File: src/rtl/lcd_host_controller.sv
// HD44780 host controller in 8-bit write-only mode.
// After power-up it waits, runs a fixed six-byte init sequence and then
// accepts one host byte at a time. Each byte goes out through a
// setup / enable / hold strobe, followed by an execution wait.
module lcd_host_controller #(
    parameter int unsigned T_POWERUP_CYC = 2_000_000,
    parameter int unsigned T_SETUP_CYC   = 4,
    parameter int unsigned T_EN_CYC      = 25,
    parameter int unsigned T_HOLD_CYC    = 4,
    parameter int unsigned T_SHORT_CYC   = 2500,
    parameter int unsigned T_LONG_CYC    = 100_000
) (
    input  logic       clk,
    input  logic       rst_n,
    input  logic       host_valid,
    input  logic       host_rs,
    input  logic [7:0] host_data,
    output logic       host_ready,
    output logic       init_done,
    output logic       lcd_rs,
    output logic       lcd_rw,
    output logic       lcd_e,
    output logic [7:0] lcd_db
);

    localparam int unsigned T_MAX_A = (T_POWERUP_CYC > T_SETUP_CYC) ? T_POWERUP_CYC : T_SETUP_CYC;
    localparam int unsigned T_MAX_B = (T_EN_CYC > T_HOLD_CYC) ? T_EN_CYC : T_HOLD_CYC;
    localparam int unsigned T_MAX_C = (T_SHORT_CYC > T_LONG_CYC) ? T_SHORT_CYC : T_LONG_CYC;
    localparam int unsigned T_MAX_AB = (T_MAX_A > T_MAX_B) ? T_MAX_A : T_MAX_B;
    localparam int unsigned T_MAX = (T_MAX_AB > T_MAX_C) ? T_MAX_AB : T_MAX_C;
    localparam int unsigned CNT_W = $clog2(T_MAX + 1);
    localparam logic [2:0] INIT_LEN = 3'd6;

    typedef enum logic [2:0] {
        S_PWRUP,
        S_INIT,
        S_SETUP,
        S_EN_HI,
        S_HOLD,
        S_EXEC,
        S_IDLE
    } state_t;

    state_t           state_q, state_d;
    logic [CNT_W-1:0] cnt_q, cnt_d;
    logic [2:0]       idx_q, idx_d;
    logic             rs_q, rs_d;
    logic [7:0]       db_q, db_d;
    logic             e_q, e_d;
    logic             ready_q, ready_d;
    logic             done_q, done_d;
    logic [7:0]       rom_byte;
    logic             cnt_zero;
    logic             is_long;

    // Counter reload value: a timed state of N cycles starts at N-1.
    function automatic logic [CNT_W-1:0] load(input int unsigned n);
        return CNT_W'(n - 1);
    endfunction

    // Init sequence ROM: function set, display on, clear, entry mode.
    always_comb begin
        rom_byte = 8'h38;
        unique case (idx_q)
            3'd0, 3'd1, 3'd2: rom_byte = 8'h38;
            3'd3:             rom_byte = 8'h0C;
            3'd4:             rom_byte = 8'h01;
            3'd5:             rom_byte = 8'h06;
            default:          rom_byte = 8'h38;
        endcase
    end

    assign cnt_zero = (cnt_q == '0);
    // Clear display and return home need the long execution wait.
    assign is_long  = !rs_q && (db_q == 8'h01 || db_q == 8'h02 || db_q == 8'h03);

    // Next-state, counter and latched bus contents.
    always_comb begin
        state_d = state_q;
        cnt_d   = cnt_q;
        idx_d   = idx_q;
        rs_d    = rs_q;
        db_d    = db_q;
        done_d  = done_q;
        unique case (state_q)
            S_PWRUP: begin
                if (cnt_zero) begin
                    state_d = S_INIT;
                    cnt_d   = '0;
                end else begin
                    cnt_d = cnt_q - CNT_W'(1);
                end
            end
            S_INIT: begin
                rs_d    = 1'b0;
                db_d    = rom_byte;
                idx_d   = idx_q + 3'd1;
                state_d = S_SETUP;
                cnt_d   = load(T_SETUP_CYC);
            end
            S_SETUP: begin
                if (cnt_zero) begin
                    state_d = S_EN_HI;
                    cnt_d   = load(T_EN_CYC);
                end else begin
                    cnt_d = cnt_q - CNT_W'(1);
                end
            end
            S_EN_HI: begin
                if (cnt_zero) begin
                    state_d = S_HOLD;
                    cnt_d   = load(T_HOLD_CYC);
                end else begin
                    cnt_d = cnt_q - CNT_W'(1);
                end
            end
            S_HOLD: begin
                if (cnt_zero) begin
                    state_d = S_EXEC;
                    cnt_d   = is_long ? load(T_LONG_CYC) : load(T_SHORT_CYC);
                end else begin
                    cnt_d = cnt_q - CNT_W'(1);
                end
            end
            S_EXEC: begin
                if (cnt_zero) begin
                    cnt_d = '0;
                    if (idx_q < INIT_LEN && !done_q) begin
                        state_d = S_INIT;
                    end else begin
                        state_d = S_IDLE;
                        done_d  = 1'b1;
                    end
                end else begin
                    cnt_d = cnt_q - CNT_W'(1);
                end
            end
            S_IDLE: begin
                if (host_valid && ready_q) begin
                    rs_d    = host_rs;
                    db_d    = host_data;
                    state_d = S_SETUP;
                    cnt_d   = load(T_SETUP_CYC);
                end
            end
            default: begin
                state_d = S_PWRUP;
                cnt_d   = load(T_POWERUP_CYC);
            end
        endcase
        // Strobe and handshake are registered from the next state.
        e_d     = (state_d == S_EN_HI);
        ready_d = (state_d == S_IDLE);
    end

    // State and output registers; reset forces a fresh power-up sequence.
    always_ff @(posedge clk or negedge rst_n) begin
        if (!rst_n) begin
            state_q <= S_PWRUP;
            cnt_q   <= load(T_POWERUP_CYC);
            idx_q   <= 3'd0;
            rs_q    <= 1'b0;
            db_q    <= 8'h00;
            e_q     <= 1'b0;
            ready_q <= 1'b0;
            done_q  <= 1'b0;
        end else begin
            state_q <= state_d;
            cnt_q   <= cnt_d;
            idx_q   <= idx_d;
            rs_q    <= rs_d;
            db_q    <= db_d;
            e_q     <= e_d;
            ready_q <= ready_d;
            done_q  <= done_d;
        end
    end

    assign host_ready = ready_q;
    assign init_done  = done_q;
    assign lcd_rs     = rs_q;
    assign lcd_rw     = 1'b0;
    assign lcd_e      = e_q;
    assign lcd_db     = db_q;

endmodule

File: config.mk
export PLATFORM = sky130hd
export DESIGN_NAME = lcd_host_controller
export DESIGN_NICKNAME = d
export VERILOG_FILES = /design/src/rtl/lcd_host_controller.sv
export SDC_FILE = /design/constraint.sdc
export NUM_CORES = 1
export LEC_CHECK = 0
export BUFFER_PORTS_ARGS = -buffer_cell sky130_fd_sc_hd__buf_2
export CORE_ASPECT_RATIO = 0.8
export CORE_MARGIN = 2
export CORE_UTILIZATION = 50
export DETAILED_ROUTE_END_ITERATION = 8
export GPL_TIMING_DRIVEN = 0
export PLACE_DENSITY = 0.67
export RECOVER_POWER = 100
export SYNTH_ARGS = -nofsm -noshare
export SYNTH_HDL_FRONTEND = slang
export SYNTH_SLANG_ARGS = --single-unit
File: constraint.sdc
create_clock -name clk -period 3.4 [get_ports clk]
set_clock_uncertainty 0.1 [all_clocks]
set_input_delay 0.17 -clock clk [delete_from_list [all_inputs] [get_ports clk]]
set_output_delay 0.17 -clock clk [all_outputs]
set_load 0.01 [all_outputs]
-- Yosys cells after proc, flatten, opt, wreduce, memory -nomap -nowiden
Cells that the tools add are included.
- bits in registers: 39
- input bits: 12
- output and inout port bits: 13
- word-level logic and storage cells: 60
- add/subtract/negate cells: 2
- $lt $le $gt $ge: 1
- equal/unequal tests: 15
- mux-type cells: 20
- bitwise operators: 1
- reduce and logical (&&, ||, !) cells: 13
- operators with widths (operator ; count):
    $pmux W21 S6 ; 1
    $mux W21 ; 5
    $logic_not A21 Y1 ; 1
    $mux W3 ; 7
    $pmux W3 S7 ; 1
    $sub A21 B1 Y21 const B ; 1
    $eq A3 B3 Y1 const B ; 6
    $pmux W6 S3 ; 1
    $mux W17 ; 1
    $eq A8 B2 Y1 const B ; 2
    $pmux W8 S2 ; 1
    $eq A3 B2 Y1 const B ; 4
    $eq A8 B1 Y1 const B ; 1
    $mux W8 ; 1
    $add A3 B1 Y3 const B ; 1
    $eq A3 B1 Y1 const B ; 1
    $logic_and A1 B1 Y1 ; 3
    $logic_not A3 Y1 ; 1
    $lt A3 B3 Y1 const B ; 1
    $reduce_and A3 Y1 ; 1
    $logic_not A1 Y1 ; 2
    $logic_or A1 B1 Y1 ; 2
    $ne A2 B2 Y1 const B ; 1
    $pmux W1 S2 ; 1
    5 further kinds ; 5

-- Depth between registers and ports, before layout
Gate-level depths: netlist (run 1).
- word-level depth: 7
- gate-level depth with buffers: 9
- mapped depth without buffers: 8

-- Worst setup path after synthesis (run 1)
OpenSTA, ideal clock, no wires.
- path type: reg-to-reg
- from: register cnt_q[7]
- to: register cnt_q[2]
- setup time: 0.082 ns
- arrival: 1.855 ns
- data required time: 3.218 ns
- setup slack: 1.363 ns
- stages on the path, launching flop included: 9
- path buffers: 2
- clock period less this slack: 2.037 ns
- path through: dfrtp_1 -> buf_6 -> nor4_4 -> nand4_4 -> o21a_1 -> buf_6 -> a21oi_4 -> o21ai_1 -> a211o_1
- longest elaborated chain between the ends: 3
- elaborated cells on any way between the ends: 6
- those cells by class: 5 x mux; 1 x reduce/logical
- ends and longest elaborated chain (item ; line ; text):
    from (decl) ; 45 ; logic [CNT_W-1:0] cnt_q, cnt_d;
    from (signal assigned) ; 160 ; cnt_q <= load(T_POWERUP_CYC);
    from (signal assigned) ; 169 ; cnt_q <= cnt_d;
    $logic_not A21 Y1 (*) ; 73 ; assign cnt_zero = (cnt_q == '0);
    $mux W21, on equally long branches ; - ;
    $pmux W21 S6 (*) ; 85 ; unique case (state_q)
Mark *: on every way between the ends. The rest lies on a longest branch, timed or not.
A chain may end at the register's enable or synchronous reset.

-- Final worst setup path (run 1)
- from: register state_q[0]
- to: register cnt_q[2]
- longest elaborated chain between the ends: 3
- elaborated cells on any way between the ends: 10
- those cells by class: 7 x eq/ne; 1 x mux; 2 x reduce/logical
- ends and longest elaborated chain (item ; line ; text):
    from (decl) ; 44 ; state_t state_q, state_d;
    from (signal assigned) ; 168 ; state_q <= state_d;
    $eq A3 B3 Y1 or $logic_not A3 Y1 (tied branches) ; 85 ;
    $reduce_or A2 Y1 (no line) ; - ;
    $pmux W21 S6 ; 85 ;
Parallel ways exist; a longest one is shown, timed or not.

==> results of run 1 <==
sequential cells by signal, summed over array words and instances (netlist names):
signal,flops
host_ready,1
init_done,1
idx_q,3
lcd_db,8
state_q,3
lcd_e,1
lcd_rs,1
cnt_q,21
through the flow:
| stage | power [mW] | hold slack [ns] |
|---|---|---|
| 5_1_grt | 0.981 | 0.0206 |
| 4_1_cts | 0.952 | 0.0252 |
| 6_report | 0.939 | 0.0319 |
| 2_1_floorplan | 0.474 | -0.226 |
| 3_3_place_gp | 0.490 | 0.236 |
| 3_5_place_dp | 0.490 | 0.236 |
layout make-up:
cell class,instances,area (um2),share of cell area [%]
Multi-Input combinational cell,216,1260,46.7
Sequential cell,39,992,36.8
Timing Repair Buffer,27,139,5.15
Tap cell,60,75.1,2.78
Clock buffer,6,72.6,2.69
Buffer,13,61.3,2.27
Clock inverter,2,60.1,2.23
Inverter,10,37.5,1.39
routing by layer:
metal | global-route usage (%) | vias to the layer above | wire length (um)
li1 | - | 1075 | -
met1 | 37.9 | 1032 | 3020
met2 | 32.2 | 52 | 2380
met3 | 4.53 | 7 | 283
met4 | 6.36 | 0 | 44
met5 | 0 | - | 0
worst max-delay path, delay by kind of cell (launching register included):
kind	cells	cell delay, ns
buffers and inverters	2	0.53
AO/OA/AOI/OAI	5	1.19
flip-flops	1	0.34
AND/OR/NAND/NOR	1	0.66
placed cells by master (no fill, tap or decap), types with 2 or more instances in the layout:
cell           synthesis  routed
nand2_1               36      36
o21ai_0               33      34
nor2_1                29      30
dfrtp_1               26      26
clkbuf_1               7      24
a21oi_1               18      19
nand3_1               14      14
dfstp_2               13      12
buf_2                  3      11
inv_1                 10      10
nor3_1                 7       7
ha_1                   6       6
clkbuf_8               0       5
o211ai_1               4       4
o21a_1                 4       4
a31oi_1                4       4
dlygate4sd3_1          0       4
nor4_1                 3       3
nor3b_1                3       3
or3_1                  3       3
or4_1                  3       3
nor4_4                 2       2
xnor2_1                2       2
nor2b_1                2       2
o41ai_1                2       2
o211a_1                2       2
o31ai_1                2       2
nand2b_1               2       2
a22oi_1                2       2
a211oi_1               2       2
o22ai_1                2       2
o311ai_0               2       2
bufinv_16              0       2
where the power goes:
group / internal, mW / leakage (nW) / switching (mW) / total (mW)
clock: 0.293 / 0.0654 / 0.161 / 0.455
combinational: 0.00798 / 0.599 / 0.0115 / 0.0195
sequential: 0.464 / 0.435 / 0 / 0.464
cells by family after synthesis:
logic type,synth area share [%]
adder cells (fa/ha/maj),3.15
AO/OA/AOI/OAI,23.8
other,0.157
buffers and inverters,4.57
XOR/XNOR,1.10
flip-flops,41.6
AND/OR/NAND/NOR,25.5
worst min-delay path by stage:
stage                      to  depth (start not counted)
CTS                 lcd_db[1]                          3
global route        lcd_db[1]                          3
global placement    lcd_db[2]                          1
floorplan           cnt_q[11]                          0
finish              lcd_db[1]                          3
detailed placement  lcd_db[2]                          1
==> metrics.csv, run 1 <==
metric;value;unit
Async SR Flop Fraction;100;%
vias per cell;5.81;
Hold Fails Final Rpt;0;
hold path startpoint;host_data[1];
vias in the first global route;1990;
row count;22;
slowest CP cell;nor3b_1;
WS Path Type;flop to flop;
CTS tree;yes;
Worst-Skew Late Latency;0.29;ns
worst-case clock buffer depth;2;
min Tclk post-route;2.88;ns
placed cells;361;
# diodes;0;
Crit Path Max Fanout;9;
Post-Syn Instances;278;
Setup Viol. Count Final;0;
total grt overflow;0;
first-pass GRT wire length;9.72;mm
dpl cell area;0.00257;mm2
Worst Slack Setup Final;0.524;ns
H-tree depth;2;
FF-to-FF path depth;8;
CTS Hold Buffers Added;4;
initial DRC count;169;
register bit total from synthesis;39;
overall die area;0.00534;mm2
Worst Path Required;3.51;ns
DRT Pass-1 Iters;5;
Post-CTS Resized;0;
Mapped Area;0.00238;mm2
DIE WIDTH;81.2;um
WL final;5.73;mm
r2r setup slk;0.52;ns
maxcap violations;1;
DP Worst Slack;0.937;ns
initial antenna violation count;0;
status;finished, violations left;
WL/cell;15.4;um
GP Congestion;0.862;
final core utilization;58.7;%
CP arrival;2.99;ns
Syn Area/Cell;8.57;um2
gr usage total;23.8;%
I/O Buffers;23;
starting density of the core;51.8;%
top-count cell post-synth;nand2_1;
P per Cell Area;348;mW/mm2
die height;65.7;um
DPL Wire Length;4.04;mm
vias;2166;
critical path startpoint;state_q[0];
# fillers;416;
Worst Tran Pin Value;2.09;ns
register area share after synthesis;41.6;%
Worst setup SP type;flop;
largest net degree at the start of global routing;40;
sequence of cells on the critical path;clkbuf_1, nor3b_1, a21oi_1, o21a_1, clkbuf_1, a21oi_1, o21ai_0, a211o_1;
post-synth top area share;27.3;%
worst vdd ir;0.273;mV
LEAKAGE;1.10;nW
Worst Setup EP;cnt_q[2];
YS warnings;0;
Non-Filler Instances;373;
design area;0.00270;mm2
core area;0.00460;mm2
setup bufs post-CTS;0;
remaining antenna violation count;0;
CTS Sinks;39;
DRC violations left;0;
clk slew on worst S/H paths;0.07;ns
failing checks;max-capacitance violations, max-slew violations;
slowest stage delay, CP;0.66;ns
post-route setup TNS;0;ns
FMAX;0.348;GHz
CP Capture Type;flop;
post-synthesis cell type with the largest combined area;dfrtp_1;
commonest cells in the netlist;36 x nand2_1, 33 x o21ai_0, 29 x nor2_1, 26 x dfrtp_1, 18 x a21oi_1;
share of cells above drive strength 1;12.1;%
fin crit share;84.6;%
CTS buffer count;5;
nets;330;
Layout area overhead;13.3;%
Post-synth EDFFs;0;
Most used DFF post-synth;dfrtp_1;
Ports;25;
Worst R2R Start;state_q[0];
clk root buf;clkbuf_8;
dominant cells by area after synthesis;dfrtp_1 27%, dfstp_2 14%, o21ai_0 6.9%, nand2_1 5.7%, nor2_1 4.6%;
Final Max Tran Viols;40;
Worst slew margin;-39.6;%
reg2reg end;cnt_q[2];
Hold/Removal Path Class;primary input to flop;
syn nets;296;
Synth cell types;58;
unrepaired setup endpoints after global routing;no;
(Power assumes the default switching activity.)
==> run 2, diff against run 1 <==
--- a/config.mk
+++ b/config.mk
@@ -5,13 +5,14 @@
 export SDC_FILE = /design/constraint.sdc
 export NUM_CORES = 1
 export LEC_CHECK = 0
+export ABC_AREA = 1
 export BUFFER_PORTS_ARGS = -buffer_cell sky130_fd_sc_hd__buf_2
 export CORE_ASPECT_RATIO = 0.8
 export CORE_MARGIN = 2
 export CORE_UTILIZATION = 50
 export DETAILED_ROUTE_END_ITERATION = 8
 export GPL_TIMING_DRIVEN = 0
-export PLACE_DENSITY = 0.67
+export PLACE_DENSITY = 0.7
 export RECOVER_POWER = 100
 export SYNTH_ARGS = -nofsm -noshare
 export SYNTH_HDL_FRONTEND = slang
==> constraint.sdc (replaced) <==
create_clock -name clk -period 2.3 [get_ports clk]
set_clock_uncertainty 0.1 [all_clocks]
set_input_delay 0.115 -clock clk [delete_from_list [all_inputs] [get_ports clk]]
set_output_delay 0.115 -clock clk [all_outputs]
set_load 0.01 [all_outputs]
==> run 2 against run 1 <==
The run now ends clean. Clock-buffer cell count is 1 higher. Sequential cell count stayed put. Total power is 29% higher. Design area is 5.7% higher. Setup slack worse by 0.20 ns. Clock power is 6.6% higher. Final cell count is 16% higher. Routed wire length is 0.19% higher. Critical path type unchanged.
==> metrics.csv, run 2 <==
metric;value;unit;change
Hold/Removal Path Class;primary input to flop;;
clk slew on worst S/H paths;0.08;ns;about the same
syn nets;349;;+18%
Total Power;1.21;mW;+29%
core area;0.00495;mm2;+7.7%
Hold Fails Final Rpt;0;;unchanged
DRC violations left;0;;unchanged
Most used DFF post-synth;dfrtp_1;;
H-tree depth;2;;unchanged
starting density of the core;51.1;%;-0.71 points
WL/cell;13.3;um;-14%
initial DRC count;225;;+33%
Post-CTS Resized;0;;unchanged
vias;2268;;+4.7%
CTS Hold Buffers Added;9;;+5
post-synth top area share;25.7;%;-1.6 points
unrepaired setup endpoints after global routing;no;;
Syn Area/Cell;7.64;um2;-11%
Worst setup SP type;flop;;
Post-Syn Instances;331;;+19%
WS Path Type;flop to flop;;
initial antenna violation count;0;;unchanged
register area share after synthesis;39.2;%;-2.4 points
Crit Path Max Fanout;10;;+1
Layout area overhead;12.8;%;
min Tclk post-route;1.97;ns;-0.904 ns
register bit total from synthesis;39;;unchanged
Synth cell types;40;;-31%
row count;23;;+4.5%
LEAKAGE;1.37;nW;+25%
worst-case clock buffer depth;2;;unchanged
CTS tree;yes;;
routed length on met2;2.50;mm;+5.0%
Worst-Skew Late Latency;0.30;ns;about the same
commonest cells in the netlist;80 x nand2_1, 44 x nor2_1, 31 x inv_1, 31 x nand3_1, 26 x dfrtp_1;;
nets;388;;+18%
register area;992;um2;unchanged
worst vdd ir;0.268;mV;-2.0%
WL final;5.74;mm;+0.19%
FMAX;0.507;GHz;+46%
maxcap violations;0;;-1
gr usage total;22.5;%;-1.2 points
# diodes;0;;unchanged
P per Cell Area;423;mW/mm2;+22%
# fillers;477;;+15%
Worst Tran Pin Value;0.976;ns;-1.12 ns
CTS buffer count;5;;unchanged
GP Congestion;0.887;;+2.9%
top layer used by detailed routing;met4;;
Final Max Tran Viols;0;;-100%
dominant cells by area after synthesis;dfrtp_1 26%, dfstp_2 14%, nand2_1 12%, nor2_1 6.5%, nand3_1 6.1%;;
Ports;25;;unchanged
Largest Register;cnt_q;;
flip-flop count of the largest register after layout;21;;unchanged
clk root buf;clkbuf_8;;
DPL Wire Length;4.21;mm;+4.1%
YS warnings;0;;unchanged
CTS Sinks;39;;unchanged
largest net degree at the start of global routing;40;;unchanged
share of cells above drive strength 1;17.3;%;+5.1 points
area of the multi-input gates;0.00133;mm2;+5.5%
vias in the first global route;2161;;+8.6%
vias per cell;5.24;;-9.8%
top-count cell post-synth;nand2_1;;
remaining antenna violation count;0;;unchanged
most common cell after layout, fill and taps aside;nand2_1;;
Worst Path Required;2.39;ns;-1.12 ns
DRT Pass-1 Iters;4;;-1
post-route setup TNS;0;ns;unchanged
post-synthesis cell type with the largest combined area;dfrtp_1;;
Mapped Area;0.00253;mm2;+6.2%
Worst slew margin;34.9;%;+75 points
total grt overflow;0;;unchanged
CP Capture Type;flop;;
first-pass GRT wire length;9.96;mm;+2.5%
Post-synth EDFFs;0;;unchanged
most frequent cells in the layout;85 x nand2_1, 46 x nor2_1, 34 x inv_1, 32 x nand3_1, 26 x dfrtp_1;;
Setup Viol. Count Final;0;;unchanged
Async SR Flop Fraction;100;%;unchanged
DIE WIDTH;83.5;um;+2.9%
setup bufs post-CTS;0;;unchanged
die height;67.6;um;+2.9%
I/O Buffers;23;;unchanged
fin crit share;85.7;%;+1.1 points
met1 wire length;2.80;mm;-7.3%
overall die area;0.00565;mm2;+5.8%
status;finished clean;;
CP arrival;2.06;ns;-0.93 ns
Met3 Wirelength;332;um;+17%
## run 2: changes by cell type in the layout (fill, tap and decap cells not counted), sizes merged, moves of 13 or more
cell	before	now
nand2	37	93
nor2	30	60
o21ai	35	13
a21oi	19	6
inv	10	39
nand3	14	34
## run 2: routing by layer
metal,vias up,global-route usage [%]
met1,1054,31.6
li1,1136,-
met3,13,3.79
met4,0,9.07
met2,65,35.2
met5,-,0
## run 2: worst paths after layout
kind	start	endpoint	slack, ns	depth (start not counted)
setup / recovery	cnt_q[8]	cnt_q[14]	0.33	8
hold / removal	host_data[2]	lcd_db[2]	0.06	3
setup reg to reg	cnt_q[8]	cnt_q[14]	0.33	8
hold reg to reg	cnt_q[10]	cnt_q[10]	0.40	2
max in group asynchronous	rst_n	state_q[0]	1.08	2
min in group asynchronous	rst_n	lcd_rs	0.41	2
## run 2: power breakdown
| part | total (mW) | switching (mW) | internal (mW) |
|---|---|---|---|
| clock network | 0.485 | 0.243 | 0.242 |
| registers | 0.687 | 0 | 0.687 |
| logic | 0.0361 | 0.0186 | 0.0175 |
## run 2: stage by stage
step                      utilization (%)  setup slack (ns)  std cells  hold slack (ns)  cell area [um2]
after CTS                            58.7             0.419        433           0.0491             2900
after floorplan                         -             0.727        331           -0.281             2530
after global placement               55.0             0.485        416            0.177             2720
after detailed placement             55.0             0.432        416            0.188             2720
after global routing                 57.7             0.157        433            0.105             2850
final                                57.7             0.328        433           0.0573             2850
## run 2: kinds of logic after synthesis
family          after synthesis  synth area share (%)
fa+ha+maj                     6                  2.97
other cells                   1                 0.148
simple gates                198                  38.9
xor+xnor                     11                  3.81
compound gates               33                  7.81
buf+inv                      43                  7.12
flops                        39                  39.2
## run 2: cell type report
class | count | area share (%)
Tap cell | 62 | 2.72
Clock buffer | 7 | 3.02
Sequential cell | 39 | 34.8
Timing Repair Buffer | 32 | 6.66
Buffer | 3 | 0.570
Inverter | 40 | 5.48
Clock inverter | 1 | 0.175
Multi-Input combinational cell | 249 | 46.6
## run 2: worst max-delay path: stages, from the launching register on
cell	delay (ns)
dfrtp_1	0.40
nor2_1	0.21
nand2_1	0.22
nor2_1	0.27
nand3_4	0.19
nand2_2	0.18
inv_2	0.10
nor2_1	0.14
nor2_1	0.06
